<file path="src/rtl/img_loader_pkg.sv">
// Shared definitions for the UART-to-framebuffer image loader: FSM states,
// sync bytes and error codes.
package img_loader_pkg;

  typedef enum logic [2:0] {
    ST_IDLE,
    ST_SYNC2,
    ST_PIX_HI,
    ST_PIX_LO,
    ST_CHECK
  } state_t;

  localparam logic [7:0] SYNC0 = 8'hA5;
  localparam logic [7:0] SYNC1 = 8'h5A;

  typedef enum logic [1:0] {
    ERR_NONE    = 2'b00,
    ERR_CSUM    = 2'b01,
    ERR_TIMEOUT = 2'b10
  } err_code_t;

endpackage

</file>
<file path="src/rtl/byte_timeout.sv">
// Inter-byte idle watchdog: counts enabled, uncleared cycles and flags the
// cycle in which the count sits at TIMEOUT_CYCLES-1.
module byte_timeout #(
  parameter int unsigned TIMEOUT_CYCLES = 250000
) (
  input  logic clk,
  input  logic rst,
  input  logic i_clear,
  input  logic i_enable,
  output logic o_expire
);

  localparam int unsigned CNT_W = $clog2(TIMEOUT_CYCLES + 1);
  localparam logic [CNT_W-1:0] LAST_CNT = CNT_W'(TIMEOUT_CYCLES - 1);

  logic [CNT_W-1:0] cnt_q;
  logic [CNT_W-1:0] cnt_d;

  always_comb begin
    cnt_d = cnt_q;
    if (i_clear || !i_enable) begin
      cnt_d = '0;
    end else if (cnt_q != LAST_CNT) begin
      cnt_d = cnt_q + 1'b1;
    end
  end

  // A clear in the expiry cycle means a strobe arrived, which takes priority.
  assign o_expire = i_enable && !i_clear && (cnt_q == LAST_CNT);

  always_ff @(posedge clk or posedge rst) begin
    if (rst) begin
      cnt_q <= '0;
    end else begin
      cnt_q <= cnt_d;
    end
  end

endmodule

</file>
<file path="src/rtl/img_stream_loader.sv">
// Parses A5 5A <pixel pairs> <checksum> packets from the UART byte stream and
// writes RGB444 pixels into the frame buffer, reporting completion or error.
module img_stream_loader
  import img_loader_pkg::*;
#(
  parameter int unsigned NUM_PIXELS     = 12288,
  parameter int unsigned ADDR_WIDTH     = 14,
  parameter int unsigned TIMEOUT_CYCLES = 250000
) (
  input  logic                  i_clk_sys,
  input  logic                  i_rst,
  input  logic [7:0]            i_rx_data,
  input  logic                  i_rx_done,
  output logic                  o_wr_en,
  output logic [ADDR_WIDTH-1:0] o_wr_addr,
  output logic [11:0]           o_wr_data,
  output logic                  o_frame_done,
  output logic                  o_err,
  output logic [1:0]            o_err_code,
  output logic                  o_busy
);

  localparam logic [ADDR_WIDTH-1:0] LAST_ADDR = ADDR_WIDTH'(NUM_PIXELS - 1);

  state_t                state_q, state_d;
  logic [ADDR_WIDTH-1:0] addr_q, addr_d;
  logic [7:0]            sum_q, sum_d;
  logic [3:0]            r_q, r_d;
  err_code_t             err_code_q, err_code_d;
  logic                  wr_en_q, wr_en_d;
  logic [ADDR_WIDTH-1:0] wr_addr_q, wr_addr_d;
  logic [11:0]           wr_data_q, wr_data_d;
  logic                  frame_done_q, frame_done_d;
  logic                  err_q, err_d;
  logic                  busy_q, busy_d;

  logic to_clear;
  logic to_enable;
  logic to_expire;

  assign to_enable = (state_q != ST_IDLE);
  assign to_clear  = i_rx_done || (state_q == ST_IDLE);

  byte_timeout #(
    .TIMEOUT_CYCLES(TIMEOUT_CYCLES)
  ) u_byte_timeout (
    .clk     (i_clk_sys),
    .rst     (i_rst),
    .i_clear (to_clear),
    .i_enable(to_enable),
    .o_expire(to_expire)
  );

  always_comb begin
    state_d      = state_q;
    addr_d       = addr_q;
    sum_d        = sum_q;
    r_d          = r_q;
    err_code_d   = err_code_q;
    wr_en_d      = 1'b0;
    wr_addr_d    = wr_addr_q;
    wr_data_d    = wr_data_q;
    frame_done_d = 1'b0;
    err_d        = 1'b0;

    if (i_rx_done) begin
      unique case (state_q)
        ST_IDLE: begin
          if (i_rx_data == SYNC0) state_d = ST_SYNC2;
        end
        ST_SYNC2: begin
          if (i_rx_data == SYNC1) begin
            state_d    = ST_PIX_HI;
            addr_d     = '0;
            sum_d      = '0;
            err_code_d = ERR_NONE;
          end else if (i_rx_data != SYNC0) begin
            state_d = ST_IDLE;
          end
        end
        ST_PIX_HI: begin
          r_d     = i_rx_data[3:0];
          sum_d   = sum_q + i_rx_data;
          state_d = ST_PIX_LO;
        end
        ST_PIX_LO: begin
          sum_d     = sum_q + i_rx_data;
          wr_en_d   = 1'b1;
          wr_addr_d = addr_q;
          wr_data_d = {r_q, i_rx_data};
          if (addr_q == LAST_ADDR) begin
            state_d = ST_CHECK;
          end else begin
            addr_d  = addr_q + 1'b1;
            state_d = ST_PIX_HI;
          end
        end
        ST_CHECK: begin
          if (i_rx_data == sum_q) begin
            frame_done_d = 1'b1;
          end else begin
            err_d      = 1'b1;
            err_code_d = ERR_CSUM;
          end
          state_d = ST_IDLE;
        end
        default: state_d = ST_IDLE;
      endcase
    end else if (to_expire) begin
      err_d      = 1'b1;
      err_code_d = ERR_TIMEOUT;
      state_d    = ST_IDLE;
    end

    // Registered from the next state so busy drops together with done/err.
    busy_d = (state_d != ST_IDLE);
  end

  always_ff @(posedge i_clk_sys or posedge i_rst) begin
    if (i_rst) begin
      state_q      <= ST_IDLE;
      addr_q       <= '0;
      sum_q        <= '0;
      r_q          <= '0;
      err_code_q   <= ERR_NONE;
      wr_en_q      <= 1'b0;
      wr_addr_q    <= '0;
      wr_data_q    <= '0;
      frame_done_q <= 1'b0;
      err_q        <= 1'b0;
      busy_q       <= 1'b0;
    end else begin
      state_q      <= state_d;
      addr_q       <= addr_d;
      sum_q        <= sum_d;
      r_q          <= r_d;
      err_code_q   <= err_code_d;
      wr_en_q      <= wr_en_d;
      wr_addr_q    <= wr_addr_d;
      wr_data_q    <= wr_data_d;
      frame_done_q <= frame_done_d;
      err_q        <= err_d;
      busy_q       <= busy_d;
    end
  end

  assign o_wr_en      = wr_en_q;
  assign o_wr_addr    = wr_addr_q;
  assign o_wr_data    = wr_data_q;
  assign o_frame_done = frame_done_q;
  assign o_err        = err_q;
  assign o_err_code   = err_code_q;
  assign o_busy       = busy_q;

endmodule

</file>
<file path="config.mk">
export PLATFORM = sky130hd
export DESIGN_NAME = img_stream_loader
export DESIGN_NICKNAME = d
export VERILOG_FILES = /design/src/rtl/img_loader_pkg.sv /design/src/rtl/byte_timeout.sv /design/src/rtl/img_stream_loader.sv
export SDC_FILE = /design/constraint.sdc
export NUM_CORES = 1
export LEC_CHECK = 0
export CORE_UTILIZATION = 25
export DETAILED_ROUTE_END_ITERATION = 12
export PLACE_DENSITY = 0.49
export SLEW_MARGIN = 20
export SYNTH_ARGS = -nofsm -noshare
export SYNTH_HDL_FRONTEND = slang
export SYNTH_HIERARCHICAL = 1
export SYNTH_SLANG_ARGS = --single-unit
export TNS_END_PERCENT = 50
</file>
<file path="constraint.sdc">
create_clock -name i_clk_sys -period 3.03 [get_ports i_clk_sys]
set_clock_uncertainty 0.15 [all_clocks]
set_input_delay 0.4545 -clock i_clk_sys [delete_from_list [all_inputs] [get_ports i_clk_sys]]
set_output_delay 0.4545 -clock i_clk_sys [all_outputs]
set_load 0.01 [all_outputs]
</file>
# Word level (Yosys, flattened, before mapping)
# Index checks and enable logic that the tools add are counted.
# totals
reg_bits,79
latchBits,0
ram_bits,0
rom_bits,0
input_bits,11
output_inout_bits,32
mem_count,0
# op_classes
addsub,3
mul,0
n_div,0
order_cmp,0
eq_ne,16
n_shift,0
mux,28
bitwise_logic,0
reduce_logical,19
# op_table
cell,count
18-bit 2-to-1 mux,2
14-bit 2-to-1 mux,2
14-bit one-hot mux with 2 select lines,1
18-bit by 1-bit adder with 18-bit output (second input constant),1
18-bit equality test (second input constant),1
3-bit 2-to-1 mux,6
18-bit inequality test (second input constant),1
8-bit one-hot mux with 2 select lines,1
14-bit by 1-bit adder with 14-bit output (second input constant),1
14-bit equality test (second input constant),1
3-bit one-hot mux with 4 select lines,1
1-bit 2-to-1 mux,9
8-bit adder,1
8-bit by 7-bit equality test with 1-bit output (second input constant),1
8-bit equality test,1
8-bit equality test (second input constant),1
2-bit 2-to-1 mux,4
8-bit 2-to-1 mux,1
8-bit inequality test (second input constant),1
4-bit AND reduction,2
2-bit nonzero test,4
3-bit by 2-bit equality test with 1-bit output (second input constant),2
3-bit inequality test (second input constant),2
3-bit nonzero test,2
12 further kinds,17

# Logic depth before layout (Yosys ltp)
# Gate-level depths: netlist of run 1.
# depth
depth_word,8
mapped_depth,11

# Cells and area by module
# The synthesis of run 1 kept the hierarchy.
# modules_own_cells
module,instances,cells_each,area_per_inst_um2,seq_area_each_um2
img_stream_loader,1,322,2982.9,1526.5
byte_timeout,1,102,963.4,450.4

# Worst setup path before layout of run 1
# No wires, ideal clock.
# synth_timing
path_kind,register to register
start,reg state_q[1]
end,reg busy_q (netlist: o_busy)
setup_time_ns,0.131
arrival_ns,1.985
t_required_ns,2.749
path_slack_ns,0.764
stages_incl_launch_ff,11
synth_period_minus_slack_ns,2.266
path_cell_list,dfrtp_1 -> clkbuf_1 -> or3_1 -> nand2_1 -> nand2b_1 -> clkbuf_1 -> nor2_1 -> nor2_1 -> o21ai_0 -> nand2_2 -> or3_1
# synth_between
elab_cells_between_ends,16
classes_between,eq/ne: 3; mux: 6; reduce/logical: 7
# synth_lines
item,line,source
from (decl),img_stream_loader.sv:25,"state_t state_q, state_d;"
from (signal assigned),img_stream_loader.sv:133,state_q <= state_d;
3-bit nonzero test,img_stream_loader.sv:41,assign to_enable = (state_q != ST_IDLE);
named net to_enable,img_stream_loader.sv:38,logic to_enable;
1-bit logical AND (2 in a row),byte_timeout.sv:29,assign o_expire = i_enable && !i_clear && (cnt_q == LAST_CNT);
named net to_expire,img_stream_loader.sv:39,logic to_expire;
3-bit 2-to-1 mux,img_stream_loader.sv:109,end else if (to_expire) begin
3-bit 2-to-1 mux,img_stream_loader.sv:66,if (i_rx_done) begin
named net state_d[1],img_stream_loader.sv:25,
3-bit nonzero test,img_stream_loader.sv:116,busy_d = (state_d != ST_IDLE);
named net busy_d,img_stream_loader.sv:35,"logic busy_q, busy_d;"
to (signal assigned),img_stream_loader.sv:143,busy_q <= busy_d;
to (decl),img_stream_loader.sv:35,
# The timed path passes the listed nets, and every way through them passes these cells.
# A chain may end at the register's enable or synchronous reset.

# Final worst setup path of run 1
# layout_timing
start,in i_rx_data[1]
end,reg addr_q[4]
# layout_between
elab_chain_len,3
# layout_rtl
item,line,source
from (decl),img_stream_loader.sv:12,"input logic [7:0] i_rx_data,"
8-bit by 7-bit equality test with 1-bit output,img_stream_loader.sv:72,if (i_rx_data == SYNC1) begin
2-bit inequality test (no source line),-,
4-bit AND reduction (no source line),-,
to (signal assigned),img_stream_loader.sv:134,addr_q <= addr_d;
to (decl),img_stream_loader.sv:26,"logic [ADDR_WIDTH-1:0] addr_q, addr_d;"
# Every way passes these cells.

==> impl_metrics.csv, run 1 <==
group,metric,value,unit
floorplan,fp.dieH,128,µm
clocking,clock-sinks,79,
timing,whs,0.322,ns
yosys,synthTopCellsByArea,"dfrtp_1 50%, nand2_1 11%, nand3_1 3.0%",
timing,finalMaxSlewViolations,0,
routing,remaining_drc_errors,0,
routing,firstDrtPassIters,4,
layout,drive_gt1_share,8.40,%
floorplan,start_util,25.8,%
grt,overflow,0,
clocking,clk_pin_slew,0.06,ns
yosys,syn_inst,424,
job,drv_cap,0,
layout,final_cell_area,0.00499,mm²
routing,avgRoutedWirePerCell,13.8,µm
timing,fmax,400,MHz
yosys,syn_area_per_cell,9.31,µm²
placement,dp_hpwl,6560,µm
clocking,cts_tree,"done",
worst_setup_path,worstPathRequired,3.10,ns
yosys,synth_top_cell_by_area,"dfrtp_1",
yosys,ys_seq_area_share,50.1,%
hold_path,hold_path_class,"flop to flop",
layout,diodes,0,
timing,tns,0,ns
clocking,htree_levels,3,
yosys,synth_cell_types,54,
floorplan,die_area,0.0163,mm²
grt,antenna_found_initial,0,
timing,period_share,82.4,%
grt,grt.busiest_layer,"met2",
yosys,yosysMostFrequentCell,"nand2_1",
timing,final-setup-viol-count,0,
placement,placed_cell_area,0.00465,mm²
layout,num-nets-final,492,
clocking,clk_latency,0.35,ns
worst_setup_path,r2r_slack,0.60,ns
timing,worst_pin_slew,0.726,ns
worst_setup_path,cp.arrival,2.56,ns
grt,grt_usage,12.6,%
status,outcome,"finished, final reports clean",
yosys,yosysWarnings,6,
grt,grt_start_max_net_pins,62,
yosys,synth_top_area_share,50.1,%
yosys,synth-edff-count,0,
grt,grt_pass1_vias,3122,
timing,final_hold_viol_count,0,
power_and_ir_drop,power_density,480,mW/mm²
routing,wirelength,9480,µm
floorplan,core_area,0.0153,mm²
clocking,postCtsSetupBuffers,0,
layout,fin_util,32.6,%
clocking,cts_hold_buf,0,
routing,ant_nets,0,
layout,area_delta_synth_final,26.5,%
yosys,yosys_most_used_dff,"dfrtp_1",
timing,period_minus_slack,2.50,ns
worst_setup_path,crit_fanout,11,
floorplan,num_rows,45,
grt,use_met2,19.7,%
grt,grtUsageMet3,2.89,%
placement,port_buffers,42,
placement,gp_congestion,0.823,
routing,vias,3165,
yosys,synth_nets,445,
worst_setup_path,crit_type,"input pin to flop",
worst_setup_path,start_kind,"input pin",
timing,rsz0062_at_grt,"no",
clocking,cts_buffer_depth,2,
floorplan,die_w,128,µm
grt,grt_pass1_wl,15800,µm
clocking,numCtsBuffers,9,
routing,viasPerCell,4.61,
yosys,synthTopCellsByCount,"113 x nand2_1, 79 x dfrtp_1, 24 x nand3_1",
power_and_ir_drop,ir_worst_vdd,0.285,mV
yosys,synth_area,0.00395,mm²
yosys,synthArstFlopShare,100,%
power_and_ir_drop,p_leak,2.32,nW
grt,use_met1,16.6,%
worst_setup_path,crit_path_end_kind,"flop",
clocking,cts.repair.resized,0,
floorplan,ios,43,
clocking,clock-root-buffer,"clkbuf_16",
timing,max_slew_margin,51.6,%
yosys,synth_seq_cells,79,
routing,first_iter_violations,153,
-- sequential cells by signal (all words and copies together), names as in the netlist, 2 cells and up --
register / flops
u_byte_timeout/cnt_q: 18
addr_q: 14
o_wr_addr: 14
o_wr_data: 12
sum_q: 8
r_q: 4
state_q: 3
o_err_code: 2
-- critical path: stages --
cell,delay (ns)
clkdlybuf4s50_1,0.62
nor4bb_1,0.41
and2_1,0.21
o21ai_1,0.16
nand2b_1,0.39
o311ai_0,0.20
o41ai_1,0.13
-- cell usage in the layout, fill, tap and decap left out, drive strengths merged, types with 5 or more instances in the layout --
cell / instances
nand4: 8
nand2b: 8
nor2b: 5
a21oi: 15
and3: 8
nand2: 115
nor3: 5
xnor2: 9
nand3: 24
buf: 8
ha: 9
nor2: 15
or3: 9
mux2: 5
clkdlybuf4s50: 42
clkbuf: 9
and2: 5
dfrtp: 79
o31ai: 9
nor4: 5
o21ai: 23
inv: 12
-- through the flow --
stage                     setup WS, ns  cells  power (mW)
after floorplan                  0.764    424        1.12
after global placement           0.272    671        1.16
after detailed placement         0.184    671        1.16
after CTS                        0.545    687        2.44
after global routing             0.350    687        2.47
final                            0.533    687        2.40
-- report_power, final --
part	switching [mW]	total (mW)	internal [mW]
logic	0.0493	0.0810	0.0317
clock network	0.451	1.26	0.805
registers	0.00102	1.06	1.06
-- logic make-up (layout without fill, tap and decap cells) --
logic type | after synthesis | in the layout | share of synthesized area, %
DFF | 79 | 79 | 50.1
buffers and inverters | 26 | 78 | 2.60
adders and majority gates | 10 | 10 | 3.36
AOI/OAI and AO/OA | 67 | 67 | 10.6
muxes | 8 | 8 | 2.19
and+or+nand+nor | 221 | 221 | 28.3
xor gates and xnor gates | 13 | 13 | 2.89
-- cell type report --
cell class                      instances  area, µm²
Tap cell                              211        264
Clock buffer                            9        225
Timing Repair Buffer                   50        493
Inverter                               12       45.0
Clock inverter                          7        121
Multi-Input combinational cell        319       1870
Sequential cell                        79       1980
Fill cell                            1632      10300
-- final timing paths --
| path | startpoint | to | depth (start not counted) |
|---|---|---|---|
| worst min register to register | r_q[3] | o_wr_data[11] | 2 |
| worst max register to register | addr_q[0] | addr_q[11] | 7 |
| min in group asynchronous | i_rst | state_q[0] | 3 |
| max in group asynchronous | i_rst | u_byte_timeout/cnt_q[16] | 2 |
| worst max-delay path | i_rx_data[1] | addr_q[4] | 7 |
| worst min-delay path | r_q[3] | o_wr_data[11] | 2 |
-- metal layers --
layer | vias up | wire length, µm
li1 | 1572 | -
met1 | 1538 | 4750
met2 | 41 | 4290
met3 | 14 | 264
met4 | 0 | 184
met5 | - | 0
Note: power is estimated with default switching activity, not from simulation.
==> run 2, diff against run 1 <==
==> constraint.sdc (replaced) <==
create_clock -name i_clk_sys -period 2.5 [get_ports i_clk_sys]
set_clock_uncertainty 0.15 [all_clocks]
set_input_delay 0.375 -clock i_clk_sys [delete_from_list [all_inputs] [get_ports i_clk_sys]]
set_output_delay 0.375 -clock i_clk_sys [all_outputs]
set_load 0.01 [all_outputs]
==> run 2 against run 1 <==
Against the previous run:
- sequential share of layout area is 1.4 points lower
- combinational power is 42% higher
- sequential power is 21% higher
- sequential cell count stayed put
- final area is 3.6% higher
- final cell count is 4.2% higher
- non-clock buffer count is 29 higher
- clock power is 5% higher
- first-iteration DRC count is 23% higher
- die area stayed put
- critical path type unchanged
- largest power group unchanged
- highest routed layer unchanged
==> impl_metrics.csv, run 2 (synthesis results as in run 1) <==
group,metric,value,unit
status,outcome,"finished, final reports clean",
floorplan,num_rows,45,
worst_setup_path,cp_slowest_cell,"clkdlybuf4s50_1",
layout,drive_gt1_share,13.9,%
floorplan,die_area,0.0163,mm²
timing,period_share,94.4,%
power_and_ir_drop,internal_power,2.13,mW
worst_setup_path,start_kind,"input pin",
grt,antenna_found_initial,0,
routing,ant_nets,0,
worst_setup_path,crit_path_end_kind,"flop",
job,drv_cap,0,
floorplan,die_w,128,µm
routing,vias,3256,
worst_setup_path,crit_fanout,4,
routing,remaining_drc_errors,0,
layout,finalNonFillerCells,716,
power_and_ir_drop,p_leak,2.45,nW
worst_setup_path,rr_startpoint,"u_byte_timeout/cnt_q[9]",
power_and_ir_drop,power,2.72,mW
grt,grt_pass1_vias,3299,
worst_setup_path,rr_endpoint,"o_busy",
power_and_ir_drop,ir_worst_vdd,0.324,mV
grt,grtUsageMet3,3.31,%
clocking,cts_buffer_depth,2,
routing,avgRoutedWirePerCell,13.6,µm
layout,layout_common_cells,"113 x nand2_1, 79 x dfrtp_1, 42 x clkdlybuf4s50_1, 36 x buf_4, 24 x nand3_1",
timing,fmax,424,MHz
placement,port_buffers,42,
placement,dp_hpwl,7110,µm
power_and_ir_drop,p_sw_share,21.6,%
timing,final-setup-viol-count,0,
clocking,cts_hold_buf,0,
clocking,clk_latency,0.34,ns
grt,overflow,0,
grt,grt_pass1_wl,16600,µm
floorplan,core_area,0.0153,mm²
grt,grt_start_max_net_pins,62,
worst_setup_path,critical_path_buf_inv_count,1,
power_and_ir_drop,p_seq_share,47.1,%
clocking,clk_pin_slew,0.06,ns
worst_setup_path,slowest_delay,0.47,ns
layout,final_cell_area,0.00517,mm²
routing,firstDrtPassIters,4,
worst_setup_path,cpLargestDelayFamily,"compound AO/OA/AOI/OAI gates",
floorplan,start_util,25.8,%
power_and_ir_drop,clkPwrFrac,48.7,%
worst_setup_path,cp.arrival,2.42,ns
timing,finalMaxSlewViolations,0,
clocking,postCtsSetupBuffers,0,
timing,tns,0,ns
layout,regMostFlops,"u_byte_timeout/cnt_q",
clocking,clock-root-buffer,"clkbuf_16",
worst_setup_path,worstPathRequired,2.56,ns
placement,gp_congestion,0.849,
timing,max_slew_margin,53.5,%
hold_path,hold_path_class,"input pin to async pin",
grt,use_met2,20.3,%
timing,period_minus_slack,2.36,ns
layout,diodes,0,
power_and_ir_drop,power_density,526,mW/mm²
layout,area_delta_synth_final,31.0,%
worst_setup_path,r2r_slack,0.20,ns
power_and_ir_drop,combinationalPowerShare,4.2,%
worst_setup_path,crit_chain,"clkdlybuf4s50_1 > ha_1 > fa_1 > a21o_1 > a21oi_1 > o21ai_0 > a21oi_1 > xor2_1 > o21ai_0",
routing,viasPerCell,4.55,
clocking,cts_tree,"done",
timing,whs,0.318,ns
routing,wirelength,9760,µm
timing,rsz0062_at_grt,"no",
timing,final_hold_viol_count,0,
routing,first_iter_violations,188,
placement,place_inst,700,
floorplan,fp.dieH,128,µm
placement,placed_cell_area,0.00486,mm²
clocking,numCtsBuffers,9,
power_and_ir_drop,p_switching,0.588,mW
clocking,clock-sinks,79,
layout,num-nets-final,521,
worst_setup_path,crit_path_start,"i_rx_data[0]",
clocking,cts.repair.resized,0,
layout,largest_reg_flops,18,
grt,grt_usage,13.2,%
floorplan,ios,43,
layout,final_common_cell,"nand2_1",
timing,worst_pin_slew,0.696,ns
clocking,htree_levels,3,
worst_setup_path,r2r_cells,8,
grt,grt.busiest_layer,"met2",
grt,use_met1,17.4,%
worst_setup_path,crit_type,"input pin to flop",
==> run 2: changes by cell type in the layout (fill, tap and decap cells not counted), sizes merged <==
cell / previous run / this run
clkinv: 1 / 4
bufinv: 3 / 1
clkinvlp: 3 / 0
buf: 8 / 37
clkbuf: 9 / 11
==> run 2: through the flow <==
| stage | worst slack (ns) | utilization, % |
|---|---|---|
| final | 0.141 | 33.8 |
| after global routing | 0.0133 | 33.8 |
| after CTS | 0.141 | 33.7 |
| after detailed placement | -0.188 | 31.8 |
| after global placement | -0.132 | 31.8 |
| after floorplan | 0.234 | - |
==> run 2: worst max-delay path by stage <==
stage | depth (start not counted) | slack [ns] | endpoint
CTS | 8 | 0.14 | o_busy
finish | 9 | 0.14 | sum_q[6]
detailed placement | 9 | -0.19 | sum_q[6]
global route | 8 | 0.01 | o_busy
floorplan | 10 | 0.23 | o_busy
global placement | 9 | -0.13 | sum_q[6]
==> run 2: cell type report <==
| type | count | area [µm²] |
|---|---|---|
| fillers | 1605 | 10100 |
| repair buffers | 79 | 711 |
| clock buffers | 11 | 243 |
| multi-input cells | 319 | 1870 |
| flip-flops and latches | 79 | 1980 |
| clock inverters | 5 | 57.6 |
| inverters | 12 | 45.0 |
| well taps | 211 | 264 |
==> run 2: worst min-delay path: stages <==
cell             delay [ns]
clkdlybuf4s50_1        0.45
inv_2                  0.09
buf_12                 0.29
==> run 2: layer usage <==
metal | part of all wire, % | wire, µm
met3 | 3.7 | 357
met5 | 0 | 0
met1 | 49 | 4760
met4 | 1.7 | 168
met2 | 46 | 4470
==> run 2: power groups by stage <==
stage | Combinational (mW) | Sequential [mW] | Clock, mW
after global routing | 0.129 | 1.28 | 1.42
after global placement | 0.117 | 1.31 | 0
after floorplan | 0.0484 | 1.30 | 0
final | 0.115 | 1.28 | 1.32
after detailed placement | 0.117 | 1.30 | 0
after CTS | 0.118 | 1.28 | 1.38
==> run 3, diff against run 2 <==
--- a/config.mk
+++ b/config.mk
@@ -5,10 +5,11 @@
 export SDC_FILE = /design/constraint.sdc
 export NUM_CORES = 1
 export LEC_CHECK = 0
+export CORE_MARGIN = 2
 export CORE_UTILIZATION = 25
 export DETAILED_ROUTE_END_ITERATION = 12
 export PLACE_DENSITY = 0.49
-export SLEW_MARGIN = 20
+export SLEW_MARGIN = 30
 export SYNTH_ARGS = -nofsm -noshare
 export SYNTH_HDL_FRONTEND = slang
 export SYNTH_HIERARCHICAL = 1
==> run 3 against run 2 <==
Against the previous run:
- first-iteration DRC count is 4.8% higher
- global-route usage down 0.59 points
- final cell count stayed put
- clock power is 8% higher
- via count up 1.0%
- setup slack better by 0.058 ns
- sequential cell count stayed put
- critical path depth is 1 lower
- sequential power barely moved
- critical path type is now flop to flop
- largest power group unchanged
==> impl_metrics.csv, run 3 (synthesis results as in run 1) <==
group,metric,value,unit
floorplan,start_util,25.8,%
layout,largest_reg_flops,18,
worst_setup_path,crit_fanout,6,
timing,worst_pin_slew,0.685,ns
layout,ff_latch_area,0.00198,mm²
grt,grt_start_max_net_pins,62,
worst_setup_path,crit_path_end_kind,"flop",
floorplan,die_area,0.0168,mm²
timing,period_share,92.1,%
power_and_ir_drop,ir_worst_vdd,0.310,mV
grt,grt_usage,12.6,%
layout,finalNonFillerCells,716,
timing,period_minus_slack,2.30,ns
placement,place_inst,700,
layout,num-nets-final,521,
routing,viasPerCell,4.59,
floorplan,fp.dieH,130,µm
layout,area_delta_synth_final,31.7,%
floorplan,core_area,0.0153,mm²
status,outcome,"finished, final reports clean",
floorplan,ios,43,
clocking,htree_levels,3,
grt,overflow,0,
clocking,clk_pin_slew,0.06,ns
grt,grt_pass1_vias,3333,
clocking,clock-sinks,79,
worst_setup_path,cp.arrival,2.37,ns
routing,ant_nets,0,
layout,drive_gt1_share,13.5,%
floorplan,die_w,130,µm
placement,dp_hpwl,7070,µm
layout,diodes,0,
layout,layout_common_cells,"113 x nand2_1, 79 x dfrtp_1, 41 x clkdlybuf4s50_1, 36 x buf_4, 24 x nand3_1",
placement,port_buffers,42,
worst_setup_path,start_kind,"flop",
clocking,cts_tree,"done",
clocking,numCtsBuffers,9,
clocking,cts_hold_buf,0,
grt,grt_pass1_wl,16700,µm
clocking,clock-root-buffer,"clkbuf_16",
timing,tns,0,ns
grt,antenna_found_initial,0,
routing,wirelength,9620,µm
power_and_ir_drop,power_density,543,mW/mm²
hold_path,hold_path_class,"input pin to flop",
timing,rsz0062_at_grt,"no",
routing,avgRoutedWirePerCell,13.4,µm
clocking,clk_latency,0.34,ns
floorplan,num_rows,45,
timing,fmax,434,MHz
routing,remaining_drc_errors,0,
routing,vias,3289,
power_and_ir_drop,p_leak,2.47,nW
layout,final_common_cell,"nand2_1",
routing,first_iter_violations,197,
routing,firstDrtPassIters,4,
timing,max_slew_margin,54.3,%
worst_setup_path,worstPathRequired,2.57,ns
worst_setup_path,crit_type,"flop to flop",
layout,regMostFlops,"u_byte_timeout/cnt_q",
timing,final-setup-viol-count,0,
timing,finalMaxSlewViolations,0,
timing,final_hold_viol_count,0,
layout,fill_cells,1629,
layout,multi_input_area,0.00187,mm²
job,drv_cap,0,
placement,gp_congestion,0.827,
clocking,cts_buffer_depth,2,
==> run 3: final timing paths <==
kind                                                end  cells past startpoint  slack, ns                     from
min in group asynchronous                  o_wr_data[8]                      3       0.31                    i_rst
max in group asynchronous       u_byte_timeout/cnt_q[8]                      2       1.39                    i_rst
worst max register to register                   o_busy                      8       0.20  u_byte_timeout/cnt_q[9]
worst min-delay path                       o_wr_data[0]                      3       0.21             i_rx_data[0]
worst min register to register            o_wr_data[11]                      2       0.32                   r_q[3]
worst max-delay path                             o_busy                      8       0.20  u_byte_timeout/cnt_q[9]
==> run 3: what timing repair did <==
| action | in CTS | in global routing |
|---|---|---|
| resized for setup | 0 | 2 |
| buffers inserted | 0 | 0 |
| endpoints found under the setup margin | 0 | 4 |
==> run 3: area by class of cell <==
type                    instances  area share [%]
inverters                      12           0.867
multi-input cells             319            36.0
well taps                     211            5.08
clock inverters                 3            1.25
clock buffers                  13            5.01
repair buffers                 79            13.7
flip-flops and latches         79            38.0
==> run 3: worst max-delay path, cell delays in order, from the launching register on <==
cell and delay, ns:
dfrtp_1 0.44, nor4_1 0.31, and4_1 0.31, nand2_1 0.10, nor2_1 0.15, nor2_1 0.09, o21ai_0 0.20, nand2_2 0.08
or3_1 0.36
==> run 3: power breakdown <==
part	leakage (nW)	internal, mW	switching (mW)
sequential	1.10	1.28	0.00142
clock	0.160	0.928	0.502
combinational	1.21	0.0503	0.0620
==> run 3: metrics by stage <==
stage	power, mW	setup WS (ns)	utilization, %	area, µm²	hold WS (ns)
2_1_floorplan	1.35	0.234	-	3950	0.164
3_3_place_gp	1.42	-0.168	31.8	4860	0.308
3_5_place_dp	1.42	-0.187	31.8	4860	0.311
4_1_cts	2.87	0.165	33.9	5190	0.330
5_1_grt	2.94	0.0195	33.9	5200	0.221
6_report	2.82	0.198	33.9	5200	0.211
==> run 3: metal layers <==
layer / vias up / track usage (%) / part of all wire, %
met2: 47 / 19.0 / 45
met3: 14 / 3.39 / 3.5
met5: - / 0 / 0
li1: 1628 / - / -
met1: 1600 / 17.6 / 50
met4: 0 / 3.67 / 1.1
